<file path="config.mk">
export PLATFORM = sky130hd
export DESIGN_NAME = pipe_retire_monitor_flat
export DESIGN_NICKNAME = d
export VERILOG_FILES = /design/src/rtl/pipe_retire_monitor_if.sv /design/src/rtl/pipe_retire_monitor.sv /design/src/flat_wrapper.sv
export SDC_FILE = /design/constraint.sdc
export NUM_CORES = 1
export LEC_CHECK = 0
export ABC_AREA = 1
export CORE_ASPECT_RATIO = 2
export CORE_UTILIZATION = 41
export CTS_BUF_LIST = sky130_fd_sc_hd__clkbuf_16
export DETAILED_ROUTE_END_ITERATION = 7
export PLACE_DENSITY = 0.58
export SKIP_LAST_GASP = 1
export SLEW_MARGIN = 5
export SYNTH_ARGS = -nofsm -noshare
export SYNTH_HDL_FRONTEND = slang
export SYNTH_SLANG_ARGS = --single-unit
</file>
<file path="constraint.sdc">
create_clock -name clk_i -period 5.5 [get_ports clk_i]
set_input_delay 1.65 -clock clk_i [delete_from_list [all_inputs] [get_ports clk_i]]
set_output_delay 1.65 -clock clk_i [all_outputs]
set_load 0.02 [all_outputs]
</file>
<file path="src/rtl/pipe_retire_monitor_if.sv">
// Issue/retire bus between a pipeline and its retire monitor.
// The master side drives issue/retire/kill; the slave (monitor) reports status.
interface pipe_retire_monitor_if #(
  parameter int unsigned XLEN  = 32,
  parameter int unsigned DEPTH = 8,
  parameter int unsigned CNT_W = 32
);
  localparam int unsigned OCC_W = $clog2(DEPTH) + 1;

  logic             issue_valid_i;
  logic [XLEN-1:0]  issue_pc_i;
  logic             retire_valid_i;
  logic             kill_i;

  logic             retire_valid_o;
  logic [XLEN-1:0]  retire_pc_o;
  logic [OCC_W-1:0] occupancy_o;
  logic [CNT_W-1:0] retired_cnt_o;
  logic             err_overflow_o;
  logic             err_underflow_o;
  logic             err_protocol_o;
  logic             err_hang_o;
  logic             err_any_o;

  modport master (
    output issue_valid_i, issue_pc_i, retire_valid_i, kill_i,
    input  retire_valid_o, retire_pc_o, occupancy_o, retired_cnt_o,
    input  err_overflow_o, err_underflow_o, err_protocol_o, err_hang_o, err_any_o
  );

  modport slave (
    input  issue_valid_i, issue_pc_i, retire_valid_i, kill_i,
    output retire_valid_o, retire_pc_o, occupancy_o, retired_cnt_o,
    output err_overflow_o, err_underflow_o, err_protocol_o, err_hang_o, err_any_o
  );
endinterface

</file>
<file path="src/rtl/pipe_retire_monitor.sv">
// In-order retire monitor: tracks in-flight PCs in a FIFO, reports retired PCs,
// counts retires and raises sticky overflow/underflow/protocol/hang flags.
module pipe_retire_monitor #(
  parameter int unsigned XLEN    = 32,
  parameter int unsigned DEPTH   = 8,
  parameter int unsigned TIMEOUT = 64,
  parameter int unsigned CNT_W   = 32
) (
  input logic                   clk_i,
  input logic                   reset_i,
  pipe_retire_monitor_if.slave  bus
);

  localparam int unsigned PTR_W = $clog2(DEPTH);
  localparam int unsigned OCC_W = PTR_W + 1;
  localparam int unsigned WD_W  = $clog2(TIMEOUT + 1);

  localparam logic [OCC_W-1:0] FULL_CNT = OCC_W'(DEPTH);
  localparam logic [WD_W-1:0]  WD_MAX   = WD_W'(TIMEOUT);

  logic [XLEN-1:0]  r_mem [DEPTH];
  logic [PTR_W-1:0] r_wr_ptr;
  logic [PTR_W-1:0] r_rd_ptr;
  logic [OCC_W-1:0] r_count;
  logic [WD_W-1:0]  r_wd;
  logic             r_retire_valid;
  logic [XLEN-1:0]  r_retire_pc;
  logic [CNT_W-1:0] r_retired_cnt;
  logic             r_err_overflow;
  logic             r_err_underflow;
  logic             r_err_protocol;
  logic             r_err_hang;

  logic w_empty;
  logic w_full;
  logic w_pop;
  logic w_push;
  logic w_overflow;
  logic w_underflow;
  logic w_protocol;

  // Decode this cycle's push/pop and error conditions.
  always_comb begin
    w_empty     = (r_count == '0);
    w_full      = (r_count == FULL_CNT);
    // Exactly one of retire/kill pops; both together is a protocol error, never a pop.
    w_pop       = (bus.retire_valid_i ^ bus.kill_i) && !w_empty;
    // A same-cycle pop frees a slot, so a full FIFO can still accept.
    w_push      = bus.issue_valid_i && (!w_full || w_pop);
    w_overflow  = bus.issue_valid_i && !w_push;
    w_underflow = (bus.retire_valid_i || bus.kill_i) && w_empty;
    w_protocol  = bus.retire_valid_i && bus.kill_i;
  end

  // PC storage; contents are don't-care outside the occupied window, so no reset.
  always_ff @(posedge clk_i) begin
    if (!reset_i && w_push) begin
      r_mem[r_wr_ptr] <= bus.issue_pc_i;
    end
  end

  // Pointers and occupancy; pointers wrap naturally since DEPTH is a power of two.
  always_ff @(posedge clk_i) begin
    if (reset_i) begin
      r_wr_ptr <= '0;
      r_rd_ptr <= '0;
      r_count  <= '0;
    end else begin
      if (w_push) r_wr_ptr <= r_wr_ptr + PTR_W'(1);
      if (w_pop)  r_rd_ptr <= r_rd_ptr + PTR_W'(1);
      if (w_push && !w_pop)      r_count <= r_count + OCC_W'(1);
      else if (w_pop && !w_push) r_count <= r_count - OCC_W'(1);
    end
  end

  // Watchdog: counts cycles with work in flight but no progress, saturating at TIMEOUT.
  always_ff @(posedge clk_i) begin
    if (reset_i) begin
      r_wd <= '0;
    end else if (w_empty || w_pop) begin
      r_wd <= '0;
    end else if (r_wd != WD_MAX) begin
      r_wd <= r_wd + WD_W'(1);
    end
  end

  // Retire report: one-cycle pulse with the popped PC; kills are silent.
  always_ff @(posedge clk_i) begin
    if (reset_i) begin
      r_retire_valid <= 1'b0;
      r_retire_pc    <= '0;
      r_retired_cnt  <= '0;
    end else begin
      r_retire_valid <= w_pop && bus.retire_valid_i;
      if (w_pop && bus.retire_valid_i) begin
        r_retire_pc <= r_mem[r_rd_ptr];
        if (r_retired_cnt != '1) r_retired_cnt <= r_retired_cnt + CNT_W'(1);
      end
    end
  end

  // Sticky error flags; they never gate the datapath.
  always_ff @(posedge clk_i) begin
    if (reset_i) begin
      r_err_overflow  <= 1'b0;
      r_err_underflow <= 1'b0;
      r_err_protocol  <= 1'b0;
      r_err_hang      <= 1'b0;
    end else begin
      if (w_overflow)      r_err_overflow  <= 1'b1;
      if (w_underflow)     r_err_underflow <= 1'b1;
      if (w_protocol)      r_err_protocol  <= 1'b1;
      if (r_wd == WD_MAX)  r_err_hang      <= 1'b1;
    end
  end

  assign bus.retire_valid_o  = r_retire_valid;
  assign bus.retire_pc_o     = r_retire_pc;
  assign bus.occupancy_o     = r_count;
  assign bus.retired_cnt_o   = r_retired_cnt;
  assign bus.err_overflow_o  = r_err_overflow;
  assign bus.err_underflow_o = r_err_underflow;
  assign bus.err_protocol_o  = r_err_protocol;
  assign bus.err_hang_o      = r_err_hang;
  assign bus.err_any_o       = r_err_overflow | r_err_underflow | r_err_protocol | r_err_hang;

endmodule

</file>
<file path="src/flat_wrapper.sv">
// flat-port wrapper written by rule: the top's interface ports become plain ports
module pipe_retire_monitor_flat 
#(
  parameter int unsigned XLEN    = 32,
  parameter int unsigned DEPTH   = 8,
  parameter int unsigned TIMEOUT = 64,
  parameter int unsigned CNT_W   = 32
)
  (clk_i, reset_i, bus_issue_valid_i, bus_issue_pc_i, bus_retire_valid_i, bus_kill_i, bus_retire_valid_o, bus_retire_pc_o, bus_occupancy_o, bus_retired_cnt_o, bus_err_overflow_o, bus_err_underflow_o, bus_err_protocol_o, bus_err_hang_o, bus_err_any_o);
  pipe_retire_monitor_if #(.XLEN(XLEN), .DEPTH(DEPTH), .CNT_W(CNT_W)) bus_i ();
  input logic clk_i;
  input logic reset_i;
  input wire logic [$bits(bus_i.issue_valid_i)-1:0] bus_issue_valid_i;
  input wire logic [$bits(bus_i.issue_pc_i)-1:0] bus_issue_pc_i;
  input wire logic [$bits(bus_i.retire_valid_i)-1:0] bus_retire_valid_i;
  input wire logic [$bits(bus_i.kill_i)-1:0] bus_kill_i;
  output wire logic [$bits(bus_i.retire_valid_o)-1:0] bus_retire_valid_o;
  output wire logic [$bits(bus_i.retire_pc_o)-1:0] bus_retire_pc_o;
  output wire logic [$bits(bus_i.occupancy_o)-1:0] bus_occupancy_o;
  output wire logic [$bits(bus_i.retired_cnt_o)-1:0] bus_retired_cnt_o;
  output wire logic [$bits(bus_i.err_overflow_o)-1:0] bus_err_overflow_o;
  output wire logic [$bits(bus_i.err_underflow_o)-1:0] bus_err_underflow_o;
  output wire logic [$bits(bus_i.err_protocol_o)-1:0] bus_err_protocol_o;
  output wire logic [$bits(bus_i.err_hang_o)-1:0] bus_err_hang_o;
  output wire logic [$bits(bus_i.err_any_o)-1:0] bus_err_any_o;
  assign bus_i.issue_valid_i = bus_issue_valid_i;
  assign bus_i.issue_pc_i = bus_issue_pc_i;
  assign bus_i.retire_valid_i = bus_retire_valid_i;
  assign bus_i.kill_i = bus_kill_i;
  assign bus_retire_valid_o = bus_i.retire_valid_o;
  assign bus_retire_pc_o = bus_i.retire_pc_o;
  assign bus_occupancy_o = bus_i.occupancy_o;
  assign bus_retired_cnt_o = bus_i.retired_cnt_o;
  assign bus_err_overflow_o = bus_i.err_overflow_o;
  assign bus_err_underflow_o = bus_i.err_underflow_o;
  assign bus_err_protocol_o = bus_i.err_protocol_o;
  assign bus_err_hang_o = bus_i.err_hang_o;
  assign bus_err_any_o = bus_i.err_any_o;
  pipe_retire_monitor #(.XLEN(XLEN), .DEPTH(DEPTH), .TIMEOUT(TIMEOUT), .CNT_W(CNT_W)) u_core (.clk_i(clk_i), .reset_i(reset_i), .bus(bus_i));
endmodule
</file>
==> impl_results.html, run 1 <==
<table>
<tr><th>Metric</th><th>Value</th></tr>
<tr><th colspan="2">Status</th></tr>
<tr><td>Result of the run</td><td>completed</td></tr>
<tr><th colspan="2">STA</th></tr>
<tr><td>Transition time at the pin with the least slew margin</td><td>1.21 ns</td></tr>
<tr><td>Final setup violation count</td><td>0</td></tr>
<tr><td>Worst relative slew slack</td><td>19.6%</td></tr>
<tr><td>Number of max-slew violations in the final report</td><td>0</td></tr>
<tr><td>FMAX</td><td>260 MHz</td></tr>
<tr><td>Hold violation count in the final report</td><td>0</td></tr>
<tr><td>Setup repair after global routing missed its margin</td><td>no</td></tr>
<tr><td>Maximum clock skew at final layout</td><td>0.0202 ns</td></tr>
<tr><td>Final-layout setup total negative slack</td><td>0 ns</td></tr>
<tr><td>Post-layout min period</td><td>3.84 ns</td></tr>
<tr><td>Final worst-path cycle share</td><td>69.8%</td></tr>
<tr><th colspan="2">Critical path</th></tr>
<tr><td>Master of the slowest instance on the critical path</td><td>sky130_fd_sc_hd__clkdlybuf4s50_1</td></tr>
<tr><td>Stages on worst setup path</td><td>10</td></tr>
<tr><td>Class of the most critical setup path</td><td>in -&gt; reg</td></tr>
<tr><td>Setup slack of the most critical reg-to-reg path</td><td>2.81 ns</td></tr>
<tr><td>Cell type group with the largest total delay on the critical path</td><td>buffers and inverters</td></tr>
<tr><td>Worst setup path endpoint</td><td>u_core.r_mem[3][21]$_DFFE_PP_</td></tr>
<tr><td>CP max FO</td><td>32</td></tr>
<tr><td>Critical path capture point type</td><td>flop</td></tr>
<tr><td>Crit-path max cell delay</td><td>0.57 ns</td></tr>
<tr><td>Critical path startpoint</td><td>bus_retire_valid_i</td></tr>
<tr><td>Startpoint kind of the worst setup timing path</td><td>input port</td></tr>
<tr><td>Crit path arrival time</td><td>4.04 ns</td></tr>
<tr><td>Worst-path cell chain</td><td>clkdlybuf4s50_1 &gt; inv_1 &gt; ha_1 &gt; inv_1 &gt; nand4_1 &gt; nand2_1 &gt; nor2_1 &gt; nand2_1 &gt; nor2_4 &gt; buf_4</td></tr>
<tr><td>Number of buffer and inverter instances along the worst setup path</td><td>4</td></tr>
<tr><td>Req. time, crit path</td><td>5.70 ns</td></tr>
<tr><td>Worst flop-to-flop path endpoint</td><td>u_core.bus.retire_pc_o[10]$_SDFFE_PP0P_</td></tr>
<tr><td>Worst R2R Path Depth</td><td>8</td></tr>
<tr><td>Startpoint of the most critical register-to-register path</td><td>u_core.r_rd_ptr[0]$_SDFFE_PP0N_</td></tr>
<tr><th colspan="2">Global route</th></tr>
<tr><td>Antenna violations before repair</td><td>0</td></tr>
<tr><td>Via count of the first global-routing pass</td><td>9,352</td></tr>
<tr><td>GRT Overall Usage</td><td>18.5%</td></tr>
<tr><td>Global route overflow</td><td>0</td></tr>
<tr><td>Largest net degree at the start of global routing</td><td>95</td></tr>
<tr><td>First-pass GRT wire length</td><td>49.7 mm</td></tr>
<tr><th colspan="2">Finish</th></tr>
<tr><td>Total inserted antenna cells</td><td>0</td></tr>
<tr><td>Area used by sequential logic in the layout</td><td>9420 um2</td></tr>
<tr><td>Area growth from synthesis to layout</td><td>17.4%</td></tr>
<tr><td>Number of inserted filler cells in the final layout</td><td>3,004</td></tr>
<tr><td>Final core occ</td><td>49.1%</td></tr>
<tr><td>Share of final-layout standard cells stronger than drive strength 1</td><td>6.33%</td></tr>
<tr><td>Area taken by multi-input logic gates</td><td>3920 um2</td></tr>
<tr><td>Count of non-filler cells in the finished layout</td><td>1,806</td></tr>
<tr><td>Net count, final</td><td>1,398</td></tr>
<tr><td>Cell area after layout</td><td>16,200 um2</td></tr>
<tr><th colspan="2">Clock tree</th></tr>
<tr><td>Cells resized by post-CTS repair</td><td>0</td></tr>
<tr><td>Reg clk slew, reported paths</td><td>0.06 ns</td></tr>
<tr><td>Max Buffers Root-to-Sink</td><td>3</td></tr>
<tr><td>Total setup buffers inserted after CTS</td><td>0</td></tr>
<tr><td>Maximum level of the CTS H-tree</td><td>1</td></tr>
<tr><td>CTS sink count</td><td>342</td></tr>
<tr><td># hold bufs at CTS</td><td>0</td></tr>
<tr><td>TritonCTS clock tree</td><td>built</td></tr>
<tr><td>Buffer type at the clock tree root</td><td>sky130_fd_sc_hd__clkbuf_16</td></tr>
<tr><td>Clock buffers created by TritonCTS</td><td>30</td></tr>
<tr><td>Worst skew pair latency</td><td>0.58 ns</td></tr>
<tr><th colspan="2">Placement</th></tr>
<tr><td>Placed inst area</td><td>15,300 um2</td></tr>
<tr><td>RD Place Congestion</td><td>0.905</td></tr>
<tr><td>Count of buffers from port buffering</td><td>110</td></tr>
<tr><td>Final HPWL DP</td><td>19.0 mm</td></tr>
<tr><td>Placed instance count</td><td>1,750</td></tr>
<tr><th colspan="2">Yosys</th></tr>
<tr><td>Yosys reg bits</td><td>342</td></tr>
<tr><td>Leading post-synthesis cells by cell area</td><td>sky130_fd_sc_hd__edfxtp_1 56%, sky130_fd_sc_hd__dfxtp_1 12%, sky130_fd_sc_hd__nor2_1 7.0%</td></tr>
<tr><td>Area leader, netlist</td><td>sky130_fd_sc_hd__edfxtp_1</td></tr>
<tr><td>Syn_area_per_cell</td><td>10.9 um2</td></tr>
<tr><td>Number of nets produced by synthesis</td><td>1,311</td></tr>
<tr><td>Cell count after synthesis</td><td>1,263</td></tr>
<tr><td>Post-synthesis sequential area ratio</td><td>68.0%</td></tr>
<tr><td>Library cells used by synthesis</td><td>33</td></tr>
<tr><td>Top-area cell type share of the netlist area</td><td>55.6%</td></tr>
<tr><td>Total standard cell area after synthesis</td><td>13,800 um2</td></tr>
<tr><td>Yosys warning count</td><td>0</td></tr>
<tr><th colspan="2">Power and ir drop</th></tr>
<tr><td>P_leak</td><td>5.38 nW</td></tr>
<tr><td>Worst ir drop on vdd</td><td>282 uV</td></tr>
<tr><td>Total Power</td><td>6.49 mW</td></tr>
<tr><td>Pwr/cell area</td><td>400 nW/um2</td></tr>
<tr><th colspan="2">Floorplan</th></tr>
<tr><td>Chip height</td><td>262 um</td></tr>
<tr><td>Number of top-level design ports</td><td>111</td></tr>
<tr><td>Initial cell density of the core</td><td>41.8%</td></tr>
<tr><td>Core region area</td><td>33,000 um2</td></tr>
<tr><td>FP Rows</td><td>94</td></tr>
<tr><td>X dimension of the die</td><td>132 um</td></tr>
<tr><td>Die area</td><td>34,500 um2</td></tr>
<tr><th colspan="2">Routing</th></tr>
<tr><td>Number of antenna-violating nets in the routed design</td><td>0</td></tr>
<tr><td>Detailed Routing Iterations Pass 1</td><td>4</td></tr>
<tr><td>Per-cell routed wire length</td><td>17.7 um</td></tr>
<tr><td>DR DRC count</td><td>0</td></tr>
<tr><td>Vias post-DR</td><td>9,499</td></tr>
<tr><td>Post-Route WL</td><td>31.9 mm</td></tr>
<tr><td>DR iter-0 viols</td><td>519</td></tr>
<tr><td>Routed via count divided by cell count</td><td>5.26</td></tr>
<tr><th colspan="2">Hold path</th></tr>
<tr><td>Min-Delay Path Class</td><td>reg -&gt; reg</td></tr>
<tr><th colspan="2">Run</th></tr>
<tr><td>Max-cap viol count</td><td>0</td></tr>
</table>
-- power breakdown --
| part | internal [mW] | switching [mW] |
|---|---|---|
| clock | 1.13 | 0.930 |
| combinational | 0.502 | 0.911 |
| sequential | 2.90 | 0.111 |
-- metal layers --
| metal | vias to the layer above | track usage (%) | routed length [um] |
|---|---|---|---|
| met2 | 212 | 36.0 | 17300 |
| li1 | 4632 | - | - |
| met5 | - | 0 | 0 |
| met3 | 70 | 2.06 | 1160 |
| met1 | 4585 | 19.7 | 12100 |
| met4 | 0 | 9.04 | 1310 |
-- synth_stat cells --
master,number
sky130_fd_sc_hd__nor2_1,258
sky130_fd_sc_hd__edfxtp_1,256
sky130_fd_sc_hd__o21ai_0,168
sky130_fd_sc_hd__nand2_1,109
sky130_fd_sc_hd__dfxtp_1,86
sky130_fd_sc_hd__a21oi_1,73
sky130_fd_sc_hd__inv_1,47
sky130_fd_sc_hd__nand3_1,37
sky130_fd_sc_hd__o21ai_1,33
sky130_fd_sc_hd__o211ai_1,32
sky130_fd_sc_hd__o22ai_1,32
sky130_fd_sc_hd__buf_2,26
sky130_fd_sc_hd__clkbuf_1,26
sky130_fd_sc_hd__ha_1,10
sky130_fd_sc_hd__nand4_1,9
sky130_fd_sc_hd__nor3_1,8
sky130_fd_sc_hd__nand2_2,7
sky130_fd_sc_hd__xor2_1,7
sky130_fd_sc_hd__buf_6,6
sky130_fd_sc_hd__nor2_2,6
sky130_fd_sc_hd__buf_4,5
sky130_fd_sc_hd__buf_1,4
sky130_fd_sc_hd__inv_2,4
sky130_fd_sc_hd__clkbuf_2,2
sky130_fd_sc_hd__nand3_4,2
sky130_fd_sc_hd__nor2_4,2
sky130_fd_sc_hd__xnor2_1,2
sky130_fd_sc_hd__fa_1,1
sky130_fd_sc_hd__nand2b_1,1
sky130_fd_sc_hd__nand3b_1,1
sky130_fd_sc_hd__o21a_1,1
sky130_fd_sc_hd__o21bai_1,1
sky130_fd_sc_hd__o31ai_1,1
-- placed cells by master (no fill, tap or decap), types with 10 or more instances in the layout --
| cell | instances |
|---|---|
| sky130_fd_sc_hd__nand3_1 | 37 |
| sky130_fd_sc_hd__o22ai_1 | 32 |
| sky130_fd_sc_hd__o211ai_1 | 32 |
| sky130_fd_sc_hd__nand2_1 | 109 |
| sky130_fd_sc_hd__clkdlybuf4s50_1 | 110 |
| sky130_fd_sc_hd__buf_4 | 14 |
| sky130_fd_sc_hd__nor2_1 | 254 |
| sky130_fd_sc_hd__o21ai_1 | 33 |
| sky130_fd_sc_hd__clkbuf_16 | 30 |
| sky130_fd_sc_hd__dfxtp_1 | 84 |
| sky130_fd_sc_hd__o21ai_0 | 168 |
| sky130_fd_sc_hd__ha_1 | 10 |
| sky130_fd_sc_hd__edfxtp_1 | 256 |
| sky130_fd_sc_hd__inv_1 | 54 |
| sky130_fd_sc_hd__a21oi_1 | 73 |
-- metrics by stage --
step,setup WS [ns],hold slack [ns]
after CTS,1.69,0.476
after detailed placement,1.08,0.466
after floorplan,0.356,0.458
after global routing,1.49,0.505
final,1.66,0.474
after global placement,1.14,0.461
-- state kept, by name (all words and copies together), names as in the netlist --
| signal | flops |
|---|---|
| u_core.r_mem | 256 |
| u_core.bus.retire_pc_o | 32 |
| u_core.bus.retired_cnt_o | 32 |
| u_core.r_wd | 7 |
| u_core.bus.occupancy_o | 4 |
| u_core.r_rd_ptr | 3 |
| u_core.r_wr_ptr | 3 |
| u_core.bus.err_hang_o | 1 |
| u_core.bus.err_overflow_o | 1 |
| u_core.bus.err_protocol_o | 1 |
| u_core.bus.err_underflow_o | 1 |
| u_core.bus.retire_valid_o | 1 |
-- worst min-delay path by stage --
stage                                    endpoint  cells after the start  slack, ns                                from
2_1_floorplan         u_core.r_wd[6]$_SDFFE_PP0P_                      2       0.46         u_core.r_wd[6]$_SDFFE_PP0P_
3_3_place_gp   u_core.bus.err_hang_o$_SDFFE_PP0N_                      2       0.46  u_core.bus.err_hang_o$_SDFFE_PP0N_
3_5_place_dp   u_core.bus.err_hang_o$_SDFFE_PP0N_                      2       0.47  u_core.bus.err_hang_o$_SDFFE_PP0N_
4_1_cts        u_core.bus.err_hang_o$_SDFFE_PP0N_                      2       0.48  u_core.bus.err_hang_o$_SDFFE_PP0N_
5_1_grt        u_core.bus.err_hang_o$_SDFFE_PP0N_                      2       0.50  u_core.bus.err_hang_o$_SDFFE_PP0N_
6_report       u_core.bus.err_hang_o$_SDFFE_PP0N_                      2       0.47  u_core.bus.err_hang_o$_SDFFE_PP0N_
-- worst reg2reg max path, delay by kind of cell (launching register included) --
family	cells	cell delay, ns
compound gates	4	0.55
buf+inv	2	1.32
flops	1	0.52
simple gates	2	0.23
-- cells by family (layout without fill, tap and decap cells) --
group,count (synthesis),in the layout,share of synthesized area (%)
adder cells (fa/ha/maj),11,11,1.05
AO/OA/AOI/OAI,341,341,13.3
buffers and inverters,120,231,3.97
XOR/XNOR,9,9,0.570
flip-flops,342,342,68.0
AND/OR/NAND/NOR,440,440,13.1
-- area by class of cell --
cell class / count / share of cell area, %
inverters: 51 / 1.19
flip-flops and latches: 342 / 58.0
multi-input cells: 801 / 24.1
clock inverters: 26 / 1.27
repair buffers: 124 / 7.43
well taps: 432 / 3.33
clock buffers: 30 / 4.62
Power figures use the tool's default switching activity.
==> run 2, diff against run 1 <==
PLACE_DENSITY = 0.6   (was 0.58)
clock period = 3.1 ns   (was 5.5 ns; I/O delays follow)
==> run 2 against run 1 <==
Clock skew shrank 0.0034 ns. Count of clock-buffer cells in the layout grew 1. Critical path depth grew 8. Flip-flop and latch count is the same. Utilization grew 1.2 points. Clock power grew 73%. First-iteration DRC count shrank 6.0%. Hold slack gained 0.0047 ns. Register-to-register slack lost 2.0 ns. Critical endpoint is now u_core.bus.occupancy_o[3]$_SDFFE_PP0P_. Cell area grew 2.3%.
==> impl_results.html, run 2 (synthesis results as in run 1) <==
<table>
<tr><th>Metric</th><th>Value</th></tr>
<tr><th colspan="2">Status</th></tr>
<tr><td>Result of the run</td><td>completed</td></tr>
<tr><th colspan="2">STA</th></tr>
<tr><td>Post-layout min period</td><td>2.76 ns</td></tr>
<tr><td>Maximum clock skew at final layout</td><td>0.0168 ns</td></tr>
<tr><td>Final setup violation count</td><td>0</td></tr>
<tr><td>Transition time at the pin with the least slew margin</td><td>1.22 ns</td></tr>
<tr><td>Number of max-slew violations in the final report</td><td>0</td></tr>
<tr><td>FMAX</td><td>362 MHz</td></tr>
<tr><td>Setup repair after global routing missed its margin</td><td>no</td></tr>
<tr><td>Final-layout setup total negative slack</td><td>0 ns</td></tr>
<tr><td>Hold violation count in the final report</td><td>0</td></tr>
<tr><td>Worst relative slew slack</td><td>18.6%</td></tr>
<tr><td>Final worst-path cycle share</td><td>89.1%</td></tr>
<tr><th colspan="2">Placement</th></tr>
<tr><td>Final HPWL DP</td><td>22.3 mm</td></tr>
<tr><td>Placed instance count</td><td>1,776</td></tr>
<tr><td>Count of buffers from port buffering</td><td>110</td></tr>
<tr><td>RD Place Congestion</td><td>0.883</td></tr>
<tr><td>Placed inst area</td><td>15,700 um2</td></tr>
<tr><th colspan="2">Floorplan</th></tr>
<tr><td>Chip height</td><td>262 um</td></tr>
<tr><td>X dimension of the die</td><td>132 um</td></tr>
<tr><td>Core region area</td><td>33,000 um2</td></tr>
<tr><td>Initial cell density of the core</td><td>41.8%</td></tr>
<tr><td>Die area</td><td>34,500 um2</td></tr>
<tr><td>FP Rows</td><td>94</td></tr>
<tr><td>Number of top-level design ports</td><td>111</td></tr>
<tr><th colspan="2">Critical path</th></tr>
<tr><td>Critical path capture point type</td><td>flop</td></tr>
<tr><td>Setup slack of the most critical reg-to-reg path</td><td>0.82 ns</td></tr>
<tr><td>Class of the most critical setup path</td><td>in -&gt; reg</td></tr>
<tr><td>CP max FO</td><td>2</td></tr>
<tr><td>Crit path arrival time</td><td>3.22 ns</td></tr>
<tr><td>Startpoint kind of the worst setup timing path</td><td>input port</td></tr>
<tr><td>Req. time, crit path</td><td>3.56 ns</td></tr>
<tr><td>Critical path startpoint</td><td>bus_kill_i</td></tr>
<tr><td>Startpoint of the most critical register-to-register path</td><td>u_core.r_rd_ptr[0]$_SDFFE_PP0N_</td></tr>
<tr><th colspan="2">Routing</th></tr>
<tr><td>Per-cell routed wire length</td><td>18.4 um</td></tr>
<tr><td>DR DRC count</td><td>0</td></tr>
<tr><td>Routed via count divided by cell count</td><td>5.28</td></tr>
<tr><td>Detailed Routing Iterations Pass 1</td><td>5</td></tr>
<tr><td>Vias post-DR</td><td>9,690</td></tr>
<tr><td>Post-Route WL</td><td>33.8 mm</td></tr>
<tr><td>Number of antenna-violating nets in the routed design</td><td>0</td></tr>
<tr><td>DR iter-0 viols</td><td>488</td></tr>
<tr><th colspan="2">Hold path</th></tr>
<tr><td>Startpoint of the most critical hold path</td><td>u_core.bus.err_overflow_o$_SDFFE_PP0P_</td></tr>
<tr><td>Min-Delay Path Class</td><td>reg -&gt; reg</td></tr>
<tr><th colspan="2">Clock tree</th></tr>
<tr><td>TritonCTS clock tree</td><td>built</td></tr>
<tr><td>Cells resized by post-CTS repair</td><td>0</td></tr>
<tr><td>Worst skew pair latency</td><td>0.57 ns</td></tr>
<tr><td>Clock buffers created by TritonCTS</td><td>31</td></tr>
<tr><td>Max Buffers Root-to-Sink</td><td>3</td></tr>
<tr><td>Buffer type at the clock tree root</td><td>sky130_fd_sc_hd__clkbuf_16</td></tr>
<tr><td>CTS sink count</td><td>342</td></tr>
<tr><td># hold bufs at CTS</td><td>0</td></tr>
<tr><td>Reg clk slew, reported paths</td><td>0.06 ns</td></tr>
<tr><td>Maximum level of the CTS H-tree</td><td>1</td></tr>
<tr><td>Total setup buffers inserted after CTS</td><td>0</td></tr>
<tr><th colspan="2">Power and ir drop</th></tr>
<tr><td>P_leak</td><td>5.55 nW</td></tr>
<tr><td>Worst ir drop on vdd</td><td>472 uV</td></tr>
<tr><td>Pwr/cell area</td><td>699 nW/um2</td></tr>
<tr><th colspan="2">Finish</th></tr>
<tr><td>Count of non-filler cells in the finished layout</td><td>1,834</td></tr>
<tr><td>Net count, final</td><td>1,425</td></tr>
<tr><td>Final core occ</td><td>50.3%</td></tr>
<tr><td>Number of inserted filler cells in the final layout</td><td>3,008</td></tr>
<tr><td>Area used by sequential logic in the layout</td><td>9420 um2</td></tr>
<tr><td>Most used cells in the layout excluding fill and tap cells</td><td>256 x sky130_fd_sc_hd__edfxtp_1, 254 x sky130_fd_sc_hd__nor2_1, 168 x sky130_fd_sc_hd__o21ai_0</td></tr>
<tr><td>Area growth from synthesis to layout</td><td>20.2%</td></tr>
<tr><td>Area taken by multi-input logic gates</td><td>3950 um2</td></tr>
<tr><td>Most frequent standard cell in the layout excluding fill and tap cells</td><td>sky130_fd_sc_hd__edfxtp_1</td></tr>
<tr><td>Cell area after layout</td><td>16,600 um2</td></tr>
<tr><td>Register name with the most flops</td><td>u_core.r_mem</td></tr>
<tr><td>Total inserted antenna cells</td><td>0</td></tr>
<tr><td>Number of flip-flops in the largest register</td><td>256</td></tr>
<tr><td>Share of final-layout standard cells stronger than drive strength 1</td><td>8.35%</td></tr>
<tr><th colspan="2">Global route</th></tr>
<tr><td>Global route overflow</td><td>0</td></tr>
<tr><td>Antenna violations before repair</td><td>0</td></tr>
<tr><td>Via count of the first global-routing pass</td><td>9,458</td></tr>
<tr><td>First-pass GRT wire length</td><td>52.3 mm</td></tr>
<tr><td>GRT Overall Usage</td><td>19.8%</td></tr>
<tr><td>Largest net degree at the start of global routing</td><td>130</td></tr>
<tr><th colspan="2">Run</th></tr>
<tr><td>Max-cap viol count</td><td>0</td></tr>
</table>
-- run 2: changes by cell type in the layout (fill, tap and decap cells not counted), sizes merged --
| cell | previous run | this run |
|---|---|---|
| inv | 61 | 60 |
| bufinv | 3 | 1 |
| clkinv | 12 | 13 |
| clkinvlp | 1 | 4 |
| clkbuf | 30 | 31 |
| buf | 14 | 40 |
-- run 2: worst max-delay path, cell delays in order --
cell                              delay, ns
sky130_fd_sc_hd__clkdlybuf4s50_1       0.48
sky130_fd_sc_hd__inv_1                 0.06
sky130_fd_sc_hd__ha_1                  0.31
sky130_fd_sc_hd__inv_1                 0.09
sky130_fd_sc_hd__nand4_1               0.11
sky130_fd_sc_hd__nand2_1               0.11
sky130_fd_sc_hd__inv_1                 0.06
sky130_fd_sc_hd__ha_1                  0.19
sky130_fd_sc_hd__inv_1                 0.08
sky130_fd_sc_hd__ha_1                  0.22
sky130_fd_sc_hd__nand2_1               0.07
sky130_fd_sc_hd__inv_1                 0.03
sky130_fd_sc_hd__o21ai_0               0.20
sky130_fd_sc_hd__nand2_1               0.08
sky130_fd_sc_hd__nand2_1               0.06
sky130_fd_sc_hd__nand2_1               0.04
sky130_fd_sc_hd__nand2_1               0.05
sky130_fd_sc_hd__a21oi_1               0.05
-- run 2: routing by layer --
metal / up-vias / track usage (%) / part of all wire (%)
met4: 0 / 9.14 / 4.0
li1: 4705 / - / -
met5: - / 0 / 0
met2: 211 / 38.1 / 55
met1: 4696 / 21.7 / 38
met3: 78 / 1.93 / 3.0
-- run 2: worst paths after layout --
path | depth (start not counted) | to
max | 18 | u_core.bus.occupancy_o[3]$_SDFFE_PP0P_
min | 2 | u_core.bus.err_overflow_o$_SDFFE_PP0P_
max reg2reg | 5 | u_core.bus.retire_pc_o[12]$_SDFFE_PP0P_
min reg2reg | 2 | u_core.bus.err_overflow_o$_SDFFE_PP0P_
-- run 2: power by group --
group / switching, mW / internal (mW)
Clock: 1.66 / 1.91
Combinational: 1.73 / 0.971
Sequential: 0.194 / 5.14
Total: 3.58 / 8.02
-- run 2: final cells by class --
type                       instances  share of cell area, %
timing repair buffer             150                   9.49
tap                              432                   3.25
inverter                          51                   1.17
clock buffer                      31                   4.67
clock inverter                    27                   1.00
multi-input combinational        801                   23.7
sequential                       342                   56.7
-- run 2: stage by stage --
stage | hold WS, ns | total power [mW] | setup WS, ns
detailed placement | 0.470 | 8.19 | -0.232
global placement | 0.470 | 8.15 | -0.233
floorplan | 0.458 | 7.13 | -0.471
CTS | 0.479 | 11.8 | 0.340
finish | 0.478 | 11.6 | 0.338
global route | 0.514 | 12.2 | 0.102
